File: src/rtl/atomic_counter_reader.sv
// atomic_counter_reader: two-phase tear-free 64-bit snapshot reader with timeout (optional ATOMIC_READER_DELTA_EN adds delta/first_n)
module atomic_counter_reader #(
  parameter int DATA_W = 32,
  parameter int TIMEOUT_CYCLES = 15
) (
  input  logic                clk,
  input  logic                reset,
  input  logic                start,
  output logic                busy,
  output logic                done,
  output logic                timeout_err,
  output logic [2*DATA_W-1:0] value,
  output logic                req,
  output logic                atomic,
  input  logic                ack,
  input  logic [DATA_W-1:0]   count
`ifdef ATOMIC_READER_DELTA_EN
  ,
  output logic [2*DATA_W-1:0] delta,
  output logic                first_n
`endif
);
  localparam int TW = $clog2(TIMEOUT_CYCLES + 1);
  localparam logic [TW-1:0] LAST = TW'(TIMEOUT_CYCLES - 1);
  typedef enum logic [2:0] {IDLE, REQ_LO, WAIT_LO, REQ_HI, WAIT_HI} state_t;
  state_t state;
  logic [DATA_W-1:0] lo;
  logic [TW-1:0] tcnt;
`ifdef ATOMIC_READER_DELTA_EN
  logic have_one;
`endif
  assign busy = state != IDLE;
  assign req = state == REQ_LO || state == REQ_HI;
  assign atomic = state == REQ_LO;
  always_ff @(posedge clk) begin
    if (reset) begin
      state <= IDLE;
      lo <= '0;
      tcnt <= '0;
      value <= '0;
      done <= 1'b0;
      timeout_err <= 1'b0;
`ifdef ATOMIC_READER_DELTA_EN
      delta <= '0;
      first_n <= 1'b0;
      have_one <= 1'b0;
`endif
    end else begin
      done <= 1'b0;
      timeout_err <= 1'b0;
      case (state)
        IDLE: if (start) state <= REQ_LO;
        REQ_LO: begin
          state <= WAIT_LO;
          tcnt <= '0;
        end
        REQ_HI: begin
          state <= WAIT_HI;
          tcnt <= '0;
        end
        WAIT_LO, WAIT_HI: begin
          // ack wins over a timeout expiring in the same cycle
          if (ack) begin
            if (state == WAIT_LO) begin
              lo <= count;
              state <= REQ_HI;
            end else begin
              value <= {count, lo};
              done <= 1'b1;
              state <= IDLE;
`ifdef ATOMIC_READER_DELTA_EN
              delta <= {count, lo} - value;
              first_n <= have_one;
              have_one <= 1'b1;
`endif
            end
          end else if (tcnt == LAST) begin
            state <= IDLE;
            timeout_err <= 1'b1;
          end else tcnt <= tcnt + 1'b1;
        end
        default: state <= IDLE;
      endcase
    end
  end
endmodule
File: config.mk
export PLATFORM = sky130hd
export DESIGN_NAME = atomic_counter_reader
export DESIGN_NICKNAME = d
export VERILOG_FILES = /design/src/rtl/atomic_counter_reader.sv
export SDC_FILE = /design/constraint.sdc
export NUM_CORES = 1
export LEC_CHECK = 0
export ABC_AREA = 0
export BUFFER_PORTS_ARGS = -buffer_cell sky130_fd_sc_hd__clkbuf_2
export CORE_MARGIN = 1
export CORE_UTILIZATION = 52
export CTS_CLUSTER_SIZE = 30
export DETAILED_ROUTE_END_ITERATION = 6
export PLACE_DENSITY = 0.8
export SLEW_MARGIN = 25
export SYNTH_ARGS = -nofsm -noshare
export SYNTH_HDL_FRONTEND = slang
export SYNTH_SLANG_ARGS = --single-unit
export TNS_END_PERCENT = 100
File: constraint.sdc
create_clock -name clk -period 1.6 [get_ports clk]
set_input_delay 0.08 -clock clk [delete_from_list [all_inputs] [get_ports clk]]
set_output_delay 0.08 -clock clk [all_outputs]
set_load 0.01 [all_outputs]
==> results.cfg <==
[global_routing]
gr-usage-met2_pct = 43.43
grt_overflow = 0
antenna_found_initial = 0
grt_max_degree = 66
grt_pass1_vias = 3363
grt_pass1_wl_um = 14520
grtUsageMet1_pct = 27.84
grtUsageMet3_pct = 4.664
grt_util_all_layers_pct = 23.96
grt.busiest_layer = met2

[critical_path]
rr_worst_depth = 7
startpoint_type = flip-flop
cp_max_fo = 14
startpoint = state[2]$_SDFFE_PP0P_
rr_startpoint = tcnt[0]$_SDFFE_PP0P_
cpPeakStageDelay_ns = 0.37
rrSetupSlack_ns = 0.18
critPathCaptureType = output pin
critPathTopFamily = simple AND/OR/NAND/NOR gates
crit_required_ns = 1.52
r2r_end = tcnt[2]$_SDFFE_PP0P_
crit_arrival_ns = 1.35
crit_type = flip-flop to output pin
crit_chain = buf_4, or3_1, clkbuf_2
worst-path-buf-inv = 2
crit_path_top_delay_cell = or3_1

[pwr]
power_frac_seq_pct = 56.3
finalPower_uw = 4722
p_comb_share_pct = 7.0
leakage_uw = 0.001943
sw_frac_of_total_pct = 21.97
powerDensity_mw_per_mm2 = 945.5
p_switching_uw = 1038
clock_power_share_pct = 36.7
internal_power_uw = 3685
vdd_drop_max_mv = 0.5109

[layout]
seqCellArea_sq_mm = 0.002102
layout-drive-gt1-share_pct = 21.72
nNetsFinal = 650
synthToLayoutAreaGrowth_pct = 29.11
multi_input_area_sq_mm = 0.001544
fillers = 617
antenna_cells = 0

[sta]
tightest_slew_ns = 0.4293
fin_crit_sh_pct = 89.13
setup_tns_ns = 0
fin_worst_skew_ns = 0.008364
slew-limit-headroom_pct = 71.38
setup_viol = 0
finalHoldViolCount = 0
slew_viol_final = 0
timing.final.crit_period_ns = 1.426
whs_ns = 0.03045
rsz0062_at_grt = false
max_freq_mhz = 701.2

[logic_synthesis]
synthTopCellsByArea = dfxtp_1, nand2_1, a21oi_1
synth_edf_count = 0
async_flop_share_pct = 0
synth_area_sq_mm = 0.003869
yosys_register_bits = 105
synth_nets = 527
avgSynthCellArea_sq_um = 7.911
yosys.area.top_type_share_pct = 54.33
syn_inst = 489
ys_types = 32
ys_seq_area_share_pct = 54.33
synth_flop_cell = dfxtp_1
yosysTopAreaCell = dfxtp_1
yosysWarnings = 0

[clock_tree]
numCtsBuffers = 9
worstSkewPairLatency_ns = 0.35
cts.sinks = 105
clk_pin_slew_ns = 0.09
postCtsSetupRepairBufs = 0
cts.htree.levels = 3
cts_buffer_depth = 2
tritoncts = yes
clockRootBuffer = clkbuf_8

[worst_hold_path]
holdPathStages = 3
min_from = start
min_to = state[0]$_SDFFE_PP0P_
worst_hold_path_type = primary input to flip-flop

[floorplan]
initial_utilization_pct = 53.62
die_area_sq_mm = 0.007789
ios = 105
core_area_sq_mm = 0.007214
fp-row-count = 31
die_w_um = 88.26
die_h_um = 88.26

[routing]
drtIter0Drc = 182
drc = 0
vias = 3629
ant_nets = 0
dr.pass1.iters = 4
routed_wl_um = 8986
via_per_inst = 5.068
wl_per_cell_um = 12.55

[run]
cap_violations = 0

[placed_design]
io_buffer_count = 104
gp_congestion = 0.7666
hpwl_um = 5508

[outcome]
outcome = complete, no violations
[metrics by stage]
step           util [%]  std cells  instance area, sq um  setup WS [ns]
3_3_place_gp      61.86        668                  4463         0.2571
2_1_floorplan         -        489                  3869         0.1515
5_1_grt           69.23        716                  4995        0.03741
6_report          69.23        716                  4995         0.1739
3_5_place_dp      61.86        668                  4463         0.1607
4_1_cts           69.23        716                  4995         0.1543
[synth_stat cells (2+ instances only)]
cell,number
ha_1,2
nor2_1,8
a31oi_1,3
nand3_1,4
nand2b_1,3
o21ai_0,7
nor3b_1,3
nor2b_1,2
buf_1,2
nand2_1,193
a211oi_1,2
and2_1,2
buf_6,7
dfxtp_1,105
a21oi_1,100
clkbuf_1,18
buf_2,10
inv_1,4
[sequential cells by signal, summed over array words and instances, names as in the netlist]
name	flops
timeout_err	1
lo	32
tcnt	4
value	64
state	3
done	1
[how the worst max path moves through the flow]
stage          cells past startpoint                   end  slack, ns
6_report                           3                  busy       0.17
5_1_grt                            7  tcnt[1]$_SDFFE_PP0P_       0.04
4_1_cts                            3                  busy       0.15
3_5_place_dp                       7  tcnt[2]$_SDFFE_PP0P_       0.16
3_3_place_gp                       7  tcnt[1]$_SDFFE_PP0P_       0.26
2_1_floorplan                      7  tcnt[2]$_SDFFE_PP0P_       0.15
[cell type report]
class	count	share of cell area (%)
multi-input combinational	342	30.91
sequential	105	42.08
clock inverter	4	1.528
clock buffer	12	2.705
tap	99	2.480
inverter	4	0.3006
timing repair buffer	150	19.99
[tightest hold or removal path, delay by kind of cell]
kind	cells	cell delay [ns]
and+or+nand+nor	1	0.06
muxes	1	0.11
buffers and inverters	1	0.08
[repair_timing]
item / in CTS / in global routing
setup endpoints to repair: 0 / 2
hold endpoints to repair: 64 / 0
hold buffers: 32 / 0
gates resized for setup: 0 / 1
[layer usage]
metal | routed length [um] | vias up
met5 | 0 | -
met4 | 80 | 0
met3 | 396 | 8
met2 | 4511 | 101
met1 | 3998 | 1683
li1 | - | 1837
[logic make-up (layout without fill, tap and decap cells)]
| kind of cell | Yosys count | in the layout | share of synthesized area [%] |
|---|---|---|---|
| adder cells (fa/ha/maj) | 2 | 2 | 0.6467 |
| XOR/XNOR | 1 | 1 | 0.2264 |
| AND/OR/NAND/NOR | 222 | 222 | 23.12 |
| flip-flops | 105 | 105 | 54.33 |
| buffers and inverters | 42 | 170 | 5.854 |
| multiplexers | 1 | 1 | 0.2587 |
| AO/OA/AOI/OAI | 116 | 116 | 15.56 |
[layout by cell type, fill, tap and decap left out, types with 2 or more instances in the layout]
master,instances
nand2_1,192
nor3b_1,3
clkbuf_2,103
o21ai_0,6
clkbuf_8,9
bufinv_16,2
nand2b_1,3
clkbuf_1,3
dfxtp_1,105
nand3_1,4
nor2_1,8
inv_1,4
dlygate4sd3_1,32
a21oi_1,100
a211oi_1,2
a31oi_1,3
buf_12,4
ha_1,2
buf_4,11
nor2b_1,2
[power by group through the flow]
stage / logic (uW) / registers (uW) / clock network (uW)
floorplan: 147 / 2720 / 0
global placement: 262 / 2720 / 0
detailed placement: 266 / 2720 / 0
CTS: 327 / 2660 / 1790
global route: 364 / 2660 / 1890
finish: 330 / 2660 / 1730
Note: power is estimated with default switching activity, not from simulation.
